$ cat src/rtl/lrelu_beats_pkg.sv
// Constant helpers and shared types for the LeakyReLU config-beat sequencer.
// All beat counts are computed from kernel half-sizes (kh2/kw2) and MEMBERS.
package lrelu_beats_pkg;

  typedef enum logic [1:0] {
    Idle  = 2'd0,
    RegD  = 2'd1,
    BramA = 2'd2,
    BramB = 2'd3
  } w_sel_e;

  function automatic int int_max(input int a, input int b);
    return (a > b) ? a : b;
  endfunction

  function automatic int int_min(input int a, input int b);
    return (a < b) ? a : b;
  endfunction

  // BRAM_A beats: ceil(2/kw)
  function automatic int a_beats(input int kw2);
    return (kw2 == 0) ? 2 : 1;
  endfunction

  // BRAM_B beats per (clr_i, mtb) tile: ceil(2*floor(M/kw) / floor(M/(2c+1)))
  function automatic int b_beats(input int c, input int kw2, input int members);
    int words;
    int per;
    words = 2 * (members / (2 * kw2 + 1));
    per   = members / (2 * c + 1);
    if (per < 1) per = 1;
    return (words + per - 1) / per;
  endfunction

  function automatic int clr_last(input int kh2, input int kw2);
    return int_max(kh2, kw2);
  endfunction

  function automatic int mtb_last(input int c, input int kh2);
    return int_min(2 * c, 2 * kh2);
  endfunction

  function automatic int total_beats(input int kh2, input int kw2, input int members);
    int t;
    t = 1 + a_beats(kw2);
    for (int c = 0; c <= clr_last(kh2, kw2); c++) begin
      t += (mtb_last(c, kh2) + 1) * b_beats(c, kw2, members);
    end
    return t;
  endfunction

  function automatic int total_max(input int kh_max, input int kw_max, input int members);
    int m;
    m = 0;
    for (int h = 0; h <= kh_max / 2; h++) begin
      for (int w = 0; w <= kw_max / 2; w++) begin
        m = int_max(m, total_beats(h, w, members));
      end
    end
    return m;
  endfunction

  // Largest per-tile B beat count over every reachable (c, kw2); at least 2 so that
  // BRAM_A's two-beat case always fits in w_addr.
  function automatic int max_b_beats(input int kh_max, input int kw_max, input int members);
    int m;
    m = 2;
    for (int c = 0; c <= int_max(kh_max, kw_max) / 2; c++) begin
      for (int w = 0; w <= kw_max / 2; w++) begin
        m = int_max(m, b_beats(c, w, members));
      end
    end
    return m;
  endfunction

endpackage

$ cat src/rtl/lrelu_beats_sequencer_reg.sv
// Plain async-reset register with a parametrised reset value.
module lrelu_beats_sequencer_reg #(
  parameter int unsigned      WIDTH       = 1,
  parameter logic [WIDTH-1:0] RESET_VALUE = '0
) (
  input  logic             clk_i,
  input  logic             rst_ni,
  input  logic [WIDTH-1:0] d_i,
  output logic [WIDTH-1:0] q_o
);

  logic [WIDTH-1:0] q_q;

  // State flop, cleared asynchronously to RESET_VALUE.
  always_ff @(posedge clk_i or negedge rst_ni) begin
    if (!rst_ni) q_q <= RESET_VALUE;
    else         q_q <= d_i;
  end

  assign q_o = q_q;

endmodule

$ cat src/rtl/lrelu_beats_sequencer.sv
// Walks the config beat stream of one LReLU block: REG_D, BRAM_A, then the
// BRAM_B tiles ordered by (clr_i, mtb, w_addr). Outputs drive parameter-memory
// write enables and addresses.
module lrelu_beats_sequencer
  import lrelu_beats_pkg::*;
#(
  parameter int unsigned MEMBERS  = 12,
  parameter int unsigned KH_MAX   = 3,
  parameter int unsigned KW_MAX   = 3,
  parameter int unsigned BITS_KH2 = $clog2(KH_MAX / 2 + 1),
  parameter int unsigned BITS_KW2 = $clog2(KW_MAX / 2 + 1),
  parameter int unsigned BITS_KH  = $clog2(KH_MAX),
  localparam int unsigned BITS_CLR_I =
      $clog2(int_max(int'(KH_MAX), int'(KW_MAX)) / 2 + 1),
  localparam int unsigned BITS_W_ADDR =
      $clog2(max_b_beats(int'(KH_MAX), int'(KW_MAX), int'(MEMBERS))),
  localparam int unsigned BITS_BEAT_CNT =
      $clog2(total_max(int'(KH_MAX), int'(KW_MAX), int'(MEMBERS)) + 1)
) (
  input  logic                     clk,
  input  logic                     rstn,
  input  logic                     start,
  input  logic [BITS_KH2-1:0]      kh2,
  input  logic [BITS_KW2-1:0]      kw2,
  input  logic                     clear,
  input  logic                     beat_valid,
  output logic                     beat_ready,
  output logic [1:0]               w_sel,
  output logic [BITS_CLR_I-1:0]    clr_i,
  output logic [BITS_KH-1:0]       mtb,
  output logic [BITS_W_ADDR-1:0]   w_addr,
  output logic [BITS_BEAT_CNT-1:0] beat_cnt,
  output logic                     last,
  output logic                     done,
  output logic                     cfg_err
);

  localparam int KH2_TOP = int'(KH_MAX / 2);
  localparam int KW2_TOP = int'(KW_MAX / 2);
  localparam int CLR_TOP = int_max(int'(KH_MAX), int'(KW_MAX)) / 2;
  localparam int unsigned CLR_ENT = 1 << BITS_CLR_I;
  localparam int unsigned KW2_ENT = 1 << BITS_KW2;
  localparam logic [BITS_BEAT_CNT-1:0] CNT_SAT =
      BITS_BEAT_CNT'(total_max(int'(KH_MAX), int'(KW_MAX), int'(MEMBERS)));

  logic [1:0]               w_sel_q, w_sel_d;
  logic [BITS_CLR_I-1:0]    clr_i_q, clr_i_d;
  logic [BITS_KH-1:0]       mtb_q, mtb_d;
  logic [BITS_W_ADDR-1:0]   w_addr_q, w_addr_d;
  logic [BITS_BEAT_CNT-1:0] beat_cnt_q, beat_cnt_d;
  logic [BITS_KH2-1:0]      kh2_q, kh2_d;
  logic [BITS_KW2-1:0]      kw2_q, kw2_d;
  logic                     done_q, done_d;
  logic                     cfg_err_q, cfg_err_d;

  logic                     fire;
  logic                     last_c;
  logic                     cfg_ok;
  logic [BITS_W_ADDR-1:0]   a_last_c;
  logic [BITS_W_ADDR-1:0]   b_last_c;
  logic [BITS_KH-1:0]       mtb_last_c;
  logic [BITS_CLR_I-1:0]    clr_last_c;

  // B_BEATS(c, kw2) - 1, padded to the full index range; unreachable slots are 0.
  logic [BITS_W_ADDR-1:0] b_last_lut [CLR_ENT][KW2_ENT];

  for (genvar c = 0; c < CLR_ENT; c++) begin : g_lut_c
    for (genvar k = 0; k < KW2_ENT; k++) begin : g_lut_k
      if (c <= CLR_TOP && k <= KW2_TOP) begin : g_valid
        assign b_last_lut[c][k] = BITS_W_ADDR'(b_beats(c, k, int'(MEMBERS)) - 1);
      end else begin : g_pad
        assign b_last_lut[c][k] = '0;
      end
    end
  end

  assign beat_ready = (w_sel_q != Idle);
  assign fire       = beat_valid && beat_ready;

  // Per-block limits derived from the latched kernel half-sizes.
  always_comb begin
    a_last_c   = BITS_W_ADDR'(a_beats(int'(kw2_q)) - 1);
    b_last_c   = b_last_lut[clr_i_q][kw2_q];
    mtb_last_c = BITS_KH'(mtb_last(int'(clr_i_q), int'(kh2_q)));
    clr_last_c = BITS_CLR_I'(clr_last(int'(kh2_q), int'(kw2_q)));
    last_c     = (w_sel_q == BramB) && (clr_i_q == clr_last_c) &&
                 (mtb_q == mtb_last_c) && (w_addr_q == b_last_c);
    cfg_ok     = (int'(kh2) <= KH2_TOP) && (int'(kw2) <= KW2_TOP);
  end

  // Next-state: clear beats start and fire; indices nest w_addr < mtb < clr_i.
  always_comb begin
    w_sel_d    = w_sel_q;
    clr_i_d    = clr_i_q;
    mtb_d      = mtb_q;
    w_addr_d   = w_addr_q;
    beat_cnt_d = beat_cnt_q;
    kh2_d      = kh2_q;
    kw2_d      = kw2_q;
    done_d     = 1'b0;
    cfg_err_d  = 1'b0;
    if (clear) begin
      w_sel_d    = Idle;
      clr_i_d    = '0;
      mtb_d      = '0;
      w_addr_d   = '0;
      beat_cnt_d = '0;
      kh2_d      = '0;
      kw2_d      = '0;
    end else begin
      if (fire && (beat_cnt_q != CNT_SAT)) beat_cnt_d = beat_cnt_q + 1'b1;
      unique case (w_sel_e'(w_sel_q))
        Idle: begin
          if (start) begin
            if (cfg_ok) begin
              kh2_d      = kh2;
              kw2_d      = kw2;
              w_sel_d    = RegD;
              beat_cnt_d = '0;
              clr_i_d    = '0;
              mtb_d      = '0;
              w_addr_d   = '0;
            end else begin
              cfg_err_d = 1'b1;
            end
          end
        end
        RegD: begin
          if (fire) begin
            w_sel_d  = BramA;
            w_addr_d = '0;
          end
        end
        BramA: begin
          if (fire) begin
            if (w_addr_q == a_last_c) begin
              w_sel_d  = BramB;
              w_addr_d = '0;
              clr_i_d  = '0;
              mtb_d    = '0;
            end else begin
              w_addr_d = w_addr_q + 1'b1;
            end
          end
        end
        BramB: begin
          if (fire) begin
            if (w_addr_q == b_last_c) begin
              w_addr_d = '0;
              if (mtb_q == mtb_last_c) begin
                mtb_d = '0;
                if (clr_i_q == clr_last_c) begin
                  w_sel_d = Idle;
                  clr_i_d = '0;
                  done_d  = 1'b1;
                end else begin
                  clr_i_d = clr_i_q + 1'b1;
                end
              end else begin
                mtb_d = mtb_q + 1'b1;
              end
            end else begin
              w_addr_d = w_addr_q + 1'b1;
            end
          end
        end
      endcase
    end
  end

  lrelu_beats_sequencer_reg #(.WIDTH(2), .RESET_VALUE(Idle)) u_w_sel_reg (
    .clk_i(clk), .rst_ni(rstn), .d_i(w_sel_d), .q_o(w_sel_q)
  );
  lrelu_beats_sequencer_reg #(.WIDTH(BITS_CLR_I)) u_clr_i_reg (
    .clk_i(clk), .rst_ni(rstn), .d_i(clr_i_d), .q_o(clr_i_q)
  );
  lrelu_beats_sequencer_reg #(.WIDTH(BITS_KH)) u_mtb_reg (
    .clk_i(clk), .rst_ni(rstn), .d_i(mtb_d), .q_o(mtb_q)
  );
  lrelu_beats_sequencer_reg #(.WIDTH(BITS_W_ADDR)) u_w_addr_reg (
    .clk_i(clk), .rst_ni(rstn), .d_i(w_addr_d), .q_o(w_addr_q)
  );
  lrelu_beats_sequencer_reg #(.WIDTH(BITS_BEAT_CNT)) u_beat_cnt_reg (
    .clk_i(clk), .rst_ni(rstn), .d_i(beat_cnt_d), .q_o(beat_cnt_q)
  );
  lrelu_beats_sequencer_reg #(.WIDTH(BITS_KH2)) u_kh2_reg (
    .clk_i(clk), .rst_ni(rstn), .d_i(kh2_d), .q_o(kh2_q)
  );
  lrelu_beats_sequencer_reg #(.WIDTH(BITS_KW2)) u_kw2_reg (
    .clk_i(clk), .rst_ni(rstn), .d_i(kw2_d), .q_o(kw2_q)
  );
  lrelu_beats_sequencer_reg #(.WIDTH(1)) u_done_reg (
    .clk_i(clk), .rst_ni(rstn), .d_i(done_d), .q_o(done_q)
  );
  lrelu_beats_sequencer_reg #(.WIDTH(1)) u_cfg_err_reg (
    .clk_i(clk), .rst_ni(rstn), .d_i(cfg_err_d), .q_o(cfg_err_q)
  );

  assign w_sel    = w_sel_q;
  assign clr_i    = clr_i_q;
  assign mtb      = mtb_q;
  assign w_addr   = w_addr_q;
  assign beat_cnt = beat_cnt_q;
  assign last     = last_c;
  assign done     = done_q;
  assign cfg_err  = cfg_err_q;

endmodule

$ cat config.mk
export PLATFORM = sky130hd
export DESIGN_NAME = lrelu_beats_sequencer
export DESIGN_NICKNAME = d
export VERILOG_FILES = /design/src/rtl/lrelu_beats_pkg.sv /design/src/rtl/lrelu_beats_sequencer_reg.sv /design/src/rtl/lrelu_beats_sequencer.sv
export SDC_FILE = /design/constraint.sdc
export NUM_CORES = 1
export LEC_CHECK = 0
export ABC_AREA = 1
export CORE_UTILIZATION = 45
export CTS_CLUSTER_SIZE = 25
export DETAILED_ROUTE_END_ITERATION = 8
export PLACE_DENSITY_LB_ADDON = 0.25
export RECOVER_POWER = 50
export SYNTH_ARGS = -nofsm -noshare
export SYNTH_HDL_FRONTEND = slang
export SYNTH_SLANG_ARGS = --single-unit
$ cat constraint.sdc
create_clock -name clk -period 1.4 [get_ports clk]
set_input_delay 0.28 -clock clk [delete_from_list [all_inputs] [get_ports clk]]
set_output_delay 0.28 -clock clk [all_outputs]
set_load 0.02 [all_outputs]
==> impl_results.rst, run 1 <==
.. list-table::
   :header-rows: 1

   * - Metric
     - Value
   * - Number of warning messages in the yosys log
     - 0
   * - Footprint of the flip-flops and latches
     - 407.9 sq um
   * - Synth Area in Adders
     - 8.753%
   * - Area used by multi-input combinational logic
     - 864.6 sq um
   * - Vias after detailed routing
     - 1,343
   * - Count of hold buffers inserted by post-cts repair
     - 0
   * - Share of Yosys cell area claimed by the top area cell type
     - 35.01%
   * - Clock tree from TritonCTS
     - yes
   * - Cell Int Power
     - 0.001689 W
   * - Level count of the clock H-tree
     - 1
   * - Number of instances in the synthesized netlist
     - 155
   * - Final RePlAce weighted congestion
     - 0.8117
   * - Clock root cell
     - sky130_fd_sc_hd__clkbuf_4
   * - Post-synthesis sequential area ratio
     - 35.01%
   * - DRC violations left
     - 0
   * - Floorplan die height
     - 52.41 um
   * - Required @ worst endpoint
     - 1.12 ns
   * - Core area
     - 0.002297 sq mm
   * - Filler instances
     - 118
   * - Effective utilization at floorplan
     - 49.78%
   * - Area growth from synthesis to final layout
     - 75.16%
   * - P per Cell Area
     - 1546 mW/mm^2
   * - Maximum vdd ir drop
     - 1586 uV
   * - Relative contribution of sequential cells to total power
     - 19.4%
   * - Final Critical Period
     - 1.873 ns
   * - Tot Pwr
     - 0.003096 W
   * - Number of routed nets with antenna violations
     - 0
   * - Number of nets in the synthesized netlist
     - 170
   * - Post-synthesis register bit count
     - 16
   * - CP Max Fanout
     - 2
   * - Synthesized-area fraction occupied by xor and xnor cells
     - 1.532%
   * - Switch Pwr
     - 0.001407 W
   * - First-iteration detailed-routing DRC count
     - 15
   * - Minimum hold slack
     - 0.5498 ns
   * - Sum of net half-perimeters after detailed placement
     - 2263 um
   * - Number of max-slew violations in the final report
     - 0
   * - Global-route wire length before repair
     - 6113 um
   * - Antenna cell count
     - 0
   * - Violated checks
     - setup timing
   * - Final instance area
     - 0.002003 sq mm
   * - Min-Delay Path Class
     - in -> async
   * - Per-instance average area after synthesis
     - 7.378 sq um
   * - Max-cap violations
     - 0
   * - # clock sinks
     - 16
   * - Startpoint type of the worst setup path
     - flop
   * - Chip Width
     - 52.41 um
   * - Layout cells sized above 1
     - 54.30%
   * - Netlist Area Pre-Place
     - 0.001144 sq mm
   * - Overall routing resource usage
     - 31.37%
   * - Worst Clk Skew
     - 0.009946 ns
   * - Cell Count Post-Placement
     - 236
   * - Simple logic cell fraction of the synthesized area
     - 36.54%
   * - Clock buffer count from CTS
     - 3
   * - Clock share of power
     - 10.5%
   * - First drt pass iteration count
     - 4
   * - Share of synthesized area spent on multiplexers
     - 0%
   * - Gate power share
     - 70.1%
   * - Number of port buffers
     - 22
   * - Final worst setup slack
     - -0.4732 ns
   * - Setup repair after global routing missed its margin
     - true
   * - Maximum root-to-sink buffer count
     - 2
   * - Switch share
     - 45.44%
   * - Worst rel slew slack
     - 36.99%
   * - Worst setup path category
     - reg -> out
   * - Most area-hungry cell type in the Yosys netlist
     - sky130_fd_sc_hd__dfrtp_1
   * - Total die area
     - 0.002747 sq mm
   * - Post-detailed-route via-to-cell ratio
     - 5.394
   * - Maximum clock frequency
     - 533.8 MHz
   * - Critical path data arrival time
     - 1.59 ns
   * - Fraction of the cycle the final worst path needs
     - 133.8%
   * - Main combinational cell family by area after synthesis
     - simple AND/OR/NAND/NOR gates
   * - Placement row count
     - 17
   * - Hold violation total from the final report
     - 0
   * - Static leakage power
     - 0.9684 nW
   * - Instance area at placement
     - 0.001699 sq mm
   * - Final setup violation count
     - 18
   * - Routed wire length
     - 4015 um
   * - Leading post-synthesis cells by cell area
     - sky130_fd_sc_hd__dfrtp_1, sky130_fd_sc_hd__nand2_1, sky130_fd_sc_hd__ha_1
   * - Clock slew at reported path FFs
     - 0.11 ns
   * - Flop2flop setup slack
     - -0.31 ns
   * - Synth Area in Compound Gates
     - 7.987%
   * - Number of global-route vias before repair
     - 1,325
   * - I/O pin count
     - 24
   * - Count of placed standard cells in the final layout, fillers left out
     - 249
   * - Pin count of the biggest net entering global routing
     - 17
   * - Antenna violations before repair
     - 0
   * - Final global-route overflow total
     - 0
   * - Worst Setup End Kind
     - output pin
   * - Insertion delay of the later-clocked pin in the worst-skew pair
     - 0.30 ns
   * - Unique cell type count in the Yosys netlist
     - 27
   * - Nets
     - 237
   * - Place WS
     - -0.6319 ns
   * - Measured slew at the worst slew-check pin
     - 0.9451 ns
   * - Wire per inst
     - 16.12 um
   * - Run status
     - finished with violations
[cells in the final DEF (no fill, tap or decap), types with 2 or more instances in the layout]
master / netlist / routed
sky130_fd_sc_hd__a21oi_1: 2 / 2
sky130_fd_sc_hd__buf_2: 0 / 5
sky130_fd_sc_hd__buf_4: 2 / 30
sky130_fd_sc_hd__buf_6: 0 / 13
sky130_fd_sc_hd__clkbuf_2: 0 / 3
sky130_fd_sc_hd__clkbuf_4: 0 / 3
sky130_fd_sc_hd__clkdlybuf4s15_1: 0 / 2
sky130_fd_sc_hd__clkdlybuf4s50_1: 0 / 6
sky130_fd_sc_hd__dfrtp_1: 16 / 10
sky130_fd_sc_hd__dfrtp_2: 0 / 6
sky130_fd_sc_hd__dlygate4sd2_1: 0 / 3
sky130_fd_sc_hd__ha_1: 8 / 3
sky130_fd_sc_hd__ha_2: 0 / 2
sky130_fd_sc_hd__ha_4: 0 / 3
sky130_fd_sc_hd__inv_1: 22 / 15
sky130_fd_sc_hd__inv_2: 4 / 5
sky130_fd_sc_hd__inv_4: 0 / 4
sky130_fd_sc_hd__nand2_1: 37 / 30
sky130_fd_sc_hd__nand2_2: 2 / 8
sky130_fd_sc_hd__nand3_1: 15 / 5
sky130_fd_sc_hd__nand3_2: 4 / 10
sky130_fd_sc_hd__nand3_4: 0 / 4
sky130_fd_sc_hd__nand4_1: 6 / 6
sky130_fd_sc_hd__nor2_1: 14 / 10
sky130_fd_sc_hd__nor2_2: 1 / 3
sky130_fd_sc_hd__nor2_4: 1 / 3
sky130_fd_sc_hd__nor3_2: 1 / 3
sky130_fd_sc_hd__o21ai_0: 6 / 2
sky130_fd_sc_hd__o21ai_1: 2 / 2
sky130_fd_sc_hd__o21ai_2: 1 / 3
sky130_fd_sc_hd__o21ai_4: 1 / 3
[final cells by class]
type	count	share of cell area [%]
Inverter	26	5.871
Timing Repair Buffer	64	27.05
Tap cell	28	1.749
Sequential cell	16	20.36
Multi-Input combinational cell	111	43.16
Clock buffer	4	1.811
[worst max-delay path: stages (launching register included)]
cell	delay, ns
sky130_fd_sc_hd__dfrtp_1	0.41
sky130_fd_sc_hd__inv_1	0.12
sky130_fd_sc_hd__nand2_2	0.08
sky130_fd_sc_hd__ha_4	0.28
sky130_fd_sc_hd__nand2_2	0.09
sky130_fd_sc_hd__nor3_4	0.18
sky130_fd_sc_hd__buf_6	0.14
[power by group through the flow]
| stage | clock [W] | combinational (W) | sequential, W |
|---|---|---|---|
| global route | 0.000344 | 0.00231 | 0.000606 |
| global placement | 0 | 0.00153 | 0.000590 |
| detailed placement | 0 | 0.00157 | 0.000595 |
| floorplan | 0 | 0.000800 | 0.000681 |
| CTS | 0.000324 | 0.00198 | 0.000590 |
| finish | 0.000327 | 0.00217 | 0.000600 |
[what timing repair did]
item | CTS | global route
endpoints found under the setup margin | 32 | 26
pin swaps | 12 | 5
setup buffers | 6 | 3
resized for setup | 90 | 29
gates cloned | 1 | 0
[path summary, 6_finish.rpt]
path	startpoint	endpoint	cells past startpoint
setup / recovery	u_kh2_reg.q_o	last	6
hold / removal	rstn	u_beat_cnt_reg.q_o[2]	2
setup reg to reg	u_w_sel_reg.q_o[0]	u_w_sel_reg.q_o[1]	10
hold reg to reg	u_mtb_reg.q_o[0]	u_mtb_reg.q_o[0]	3
max in group asynchronous	rstn	u_w_sel_reg.q_o[1]	2
min in group clk	kh2	u_kh2_reg.q_o	3
[sequential cells by signal, summed over array words and instances, names as in the netlist]
register and flops:
u_beat_cnt_reg.q_o 5, u_mtb_reg.q_o 2, u_clr_i_reg.q_o 1, u_done_reg.q_o 1
u_kh2_reg.q_o 1, u_w_addr_reg.q_o 3, u_w_sel_reg.q_o 2, u_kw2_reg.q_o 1
[cells in the mapped netlist]
cell type	number
sky130_fd_sc_hd__a21oi_1	2
sky130_fd_sc_hd__a221oi_1	1
sky130_fd_sc_hd__buf_4	2
sky130_fd_sc_hd__conb_1	1
sky130_fd_sc_hd__dfrtp_1	16
sky130_fd_sc_hd__ha_1	8
sky130_fd_sc_hd__inv_1	22
sky130_fd_sc_hd__inv_2	4
sky130_fd_sc_hd__nand2_1	37
sky130_fd_sc_hd__nand2_2	2
sky130_fd_sc_hd__nand3_1	15
sky130_fd_sc_hd__nand3_2	4
sky130_fd_sc_hd__nand4_1	6
sky130_fd_sc_hd__nor2_1	14
sky130_fd_sc_hd__nor2_2	1
sky130_fd_sc_hd__nor2_4	1
sky130_fd_sc_hd__nor3_1	3
sky130_fd_sc_hd__nor3_2	1
sky130_fd_sc_hd__nor4_2	1
sky130_fd_sc_hd__o21ai_0	6
sky130_fd_sc_hd__o21ai_1	2
sky130_fd_sc_hd__o21ai_2	1
sky130_fd_sc_hd__o21ai_4	1
sky130_fd_sc_hd__o31ai_1	1
sky130_fd_sc_hd__or2_1	1
sky130_fd_sc_hd__xnor2_1	1
sky130_fd_sc_hd__xor2_1	1
[per-layer routing]
layer,share of wire (%),track usage (%),vias up
met5,0,0,-
met4,5.4,20.18,0
met3,3.5,3.768,18
met2,52,57.17,51
met1,39,33.45,642
li1,-,-,632
[stage by stage]
stage / setup TNS (ns) / utilization (%)
5_1_grt: -4.786 / 87.20
4_1_cts: -2.266 / 85.02
2_1_floorplan: -0.2421 / -
6_report: -3.395 / 87.20
3_3_place_gp: -3.480 / 73.97
3_5_place_dp: -4.117 / 73.97
[cell families (layout without fill, tap and decap cells)]
kind of cell | after synthesis | after routing
AND/OR/NAND/NOR | 86 | 86
buffers and inverters | 28 | 94
flip-flops | 16 | 16
AO/OA/AOI/OAI | 14 | 14
adder cells (fa/ha/maj) | 8 | 8
XOR/XNOR | 2 | 2
other | 1 | 1
(Power assumes the default switching activity.)
==> inputs of run 2 (changes only) <==
--- a/config.mk
+++ b/config.mk
@@ -11,6 +11,7 @@
 export DETAILED_ROUTE_END_ITERATION = 8
 export PLACE_DENSITY_LB_ADDON = 0.25
 export RECOVER_POWER = 50
+export SLEW_MARGIN = 40
 export SYNTH_ARGS = -nofsm -noshare
 export SYNTH_HDL_FRONTEND = slang
 export SYNTH_SLANG_ARGS = --single-unit
==> results of run 2 <==
Final layout, timing and power as in run 1 (identical DEF).
==> inputs of run 3 (changes only) <==
--- a/config.mk
+++ b/config.mk
@@ -6,7 +6,7 @@
 export NUM_CORES = 1
 export LEC_CHECK = 0
 export ABC_AREA = 1
-export CORE_UTILIZATION = 45
+export CORE_UTILIZATION = 25
 export CTS_CLUSTER_SIZE = 25
 export DETAILED_ROUTE_END_ITERATION = 8
 export PLACE_DENSITY_LB_ADDON = 0.25
==> run 3 against run 2 <==
  * The run still ends with setup timing left
  * Clock skew shrank 0.0042 ns
  * Cell area grew 8.7%
  * Global-route usage shrank 17 points
  * Clock power grew 29%
  * Power grew 6.3%
  * Non-clock buffer count grew 7
  * Sequential share of layout area shrank 1.6 points
  * Wire length shrank 19%
  * Core utilization shrank 38 points
  * Maximum frequency grew 6.3%
  * First-iteration DRC count grew 110%
==> impl_results.rst, run 3 (synthesis gave the netlist of run 1 again) <==
.. list-table::
   :header-rows: 1

   * - Metric
     - Value
   * - Run status
     - finished with violations
   * - Violated checks
     - setup timing
   * - Sum of net half-perimeters after detailed placement
     - 2246 um (-0.77%)
   * - Layout cells sized above 1
     - 56.14% (+1.8 points)
   * - Core area
     - 0.004384 sq mm (+91%)
   * - Flip-flop count of the largest register after layout
     - 5 (unchanged)
   * - Min-Delay Path Class
     - reg -> reg
   * - I/O pin count
     - 24 (unchanged)
   * - Slowest CP cell
     - sky130_fd_sc_hd__dfrtp_2
   * - Worst Reg2Reg Path Length in Cells
     - 10 (unchanged)
   * - Antenna cell count
     - 0 (unchanged)
   * - Commonest non-fill, non-tap cells in the layout
     - sky130_fd_sc_hd__buf_4, sky130_fd_sc_hd__nand2_1, sky130_fd_sc_hd__buf_6
   * - Vias after detailed routing
     - 1,286 (-4.2%)
   * - Antenna violations before repair
     - 0 (unchanged)
   * - First-iteration detailed-routing DRC count
     - 32 (+17)
   * - Maximum vdd ir drop
     - 778.9 uV (-51%)
   * - Most common cell after layout, fill and taps aside
     - sky130_fd_sc_hd__buf_4
   * - Number of port buffers
     - 22 (unchanged)
   * - Cell Count Post-Placement
     - 263 (+11%)
   * - Clock slew at reported path FFs
     - 0.07 ns (-0.04 ns)
   * - Number of global-route vias before repair
     - 1,277 (-3.6%)
   * - Delay contributed by the slowest stage of the critical path
     - 0.44 ns (+0.03 ns)
   * - WHS Path Cells
     - 3
   * - Final worst setup slack
     - -0.3621 ns (+0.1110 ns)
   * - Clock root cell
     - sky130_fd_sc_hd__clkbuf_8
   * - Final global-route overflow total
     - 0 (unchanged)
   * - Required @ worst endpoint
     - 1.12 ns (about the same)
   * - Wire per inst
     - 11.68 um (-28%)
   * - Total die area
     - 0.004849 sq mm (+77%)
   * - Maximum clock frequency
     - 567.5 MHz (+6.3%)
   * - Clock buffer count from CTS
     - 3 (unchanged)
   * - Instance area at placement
     - 0.001739 sq mm (+2.4%)
   * - Global-route wire length before repair
     - 5533 um (-9.5%)
   * - Final instance area
     - 0.002178 sq mm (+8.7%)
   * - Post-detailed-route via-to-cell ratio
     - 4.593 (-15%)
   * - Clock tree from TritonCTS
     - yes
   * - Count of placed standard cells in the final layout, fillers left out
     - 280 (+12%)
   * - Final RePlAce weighted congestion
     - 0.7758 (-4.4%)
   * - Startpoint type of the worst setup path
     - flop
   * - Area growth from synthesis to final layout
     - 90.48%
   * - Effective utilization at floorplan
     - 26.08% (-24 points)
   * - Static leakage power
     - 1.046 nW (+8.0%)
   * - Number of max-slew violations in the final report
     - 0 (unchanged)
   * - First drt pass iteration count
     - 4 (unchanged)
   * - Critical path data arrival time
     - 1.48 ns (-0.11 ns)
   * - # clock sinks
     - 16 (unchanged)
   * - Worst setup path category
     - reg -> out
   * - Maximum root-to-sink buffer count
     - 2 (unchanged)
   * - Level count of the clock H-tree
     - 1 (unchanged)
   * - Hold violation total from the final report
     - 0 (unchanged)
   * - Final setup TNS
     - -2.429 ns (+0.9664 ns)
   * - Worst Setup End Kind
     - output pin
   * - Ordered list of cells on the worst path
     - inv_2 > nand2_2 > ha_4 > nand2_4 > nor3_4 > buf_6
   * - Number of routed nets with antenna violations
     - 0 (unchanged)
   * - Overall routing resource usage
     - 14.17% (-17 points)
   * - Routed wire length
     - 3271 um (-19%)
   * - DRC violations left
     - 0 (unchanged)
   * - Final setup violation count
     - 18 (unchanged)
   * - P per Cell Area
     - 1511 mW/mm^2 (-2.3%)
   * - Max-cap violations
     - 0 (unchanged)
   * - Floorplan die height
     - 69.64 um (+33%)
   * - CP Max Fanout
     - 5 (+3)
   * - Placement row count
     - 24 (+7)
   * - Chip Width
     - 69.64 um (+33%)
   * - Measured slew at the worst slew-check pin
     - 0.9135 ns (-0.03160 ns)
   * - Worst rel slew slack
     - 39.10% (+2.1 points)
   * - Fraction of the cycle the final worst path needs
     - 125.9% (-7.9 points)
   * - Nets
     - 244 (+3.0%)
   * - Pin count of the biggest net entering global routing
     - 17 (unchanged)
   * - Worst Clk Skew
     - 0.005764 ns (-0.004182 ns)
   * - Insertion delay of the later-clocked pin in the worst-skew pair
     - 0.25 ns (-0.05 ns)
   * - Final Critical Period
     - 1.762 ns (-0.1111 ns)
   * - Setup repair after global routing missed its margin
     - true
run 3: where the power goes:
group          switching [W]  internal (W)
Sequential         0.0000646      0.000533
Combinational        0.00115       0.00112
Clock               0.000173      0.000250
run 3: area by class of cell:
type / instances / area [sq um]
fillers: 431 / 2206
multi-input cells: 111 / 915.9
repair buffers: 71 / 619.3
flip-flops and latches: 16 / 407.9
inverters: 26 / 115.1
well taps: 52 / 65.06
clock buffers: 4 / 55.05
run 3: timing repair:
| action | in CTS | in global routing |
|---|---|---|
| hold buffers | 0 | 0 |
| gates cloned | 1 | 0 |
| gates resized for setup | 86 | 30 |
| pin swaps | 16 | 17 |
| endpoints found under the setup margin | 32 | 21 |
| buffers inserted | 5 | 9 |
run 3: worst max-delay path, delay by kind of cell, from the launching register on:
| kind | cells | cell delay (ns) |
|---|---|---|
| adder cells (fa/ha/maj) | 1 | 0.28 |
| flip-flops | 1 | 0.44 |
| buffers and inverters | 2 | 0.22 |
| AND/OR/NAND/NOR | 3 | 0.29 |
run 3: stage by stage:
step	util, %	hold slack [ns]	power, W	worst slack, ns
2_1_floorplan	-	-0.01559	0.001481	-0.1038
3_3_place_gp	39.67	0.5648	0.002107	-0.5807
3_5_place_dp	39.67	0.5588	0.002114	-0.6037
4_1_cts	46.35	0.3450	0.002965	-0.3714
5_1_grt	49.69	0.6149	0.003535	-0.4339
6_report	49.69	0.5736	0.003290	-0.3621
run 3: final timing paths:
check | startpoint | end | slack [ns]
min in group asynchronous | rstn | u_beat_cnt_reg.q_o[0] | 0.59
worst min-delay path | u_mtb_reg.q_o[0] | u_mtb_reg.q_o[0] | 0.57
worst min register to register | u_mtb_reg.q_o[0] | u_mtb_reg.q_o[0] | 0.57
worst max register to register | u_w_sel_reg.q_o[0] | u_w_sel_reg.q_o[1] | -0.22
max in group asynchronous | rstn | u_w_sel_reg.q_o[0] | 0.18
worst max-delay path | u_kw2_reg.q_o | last | -0.36
run 3: layer usage:
| metal | part of all wire [%] | GRT usage [%] |
|---|---|---|
| met5 | 0 | 0 |
| met2 | 50 | 23.73 |
| met4 | 0.52 | 4.667 |
| met3 | 3.4 | 2.907 |
| met1 | 46 | 18.17 |
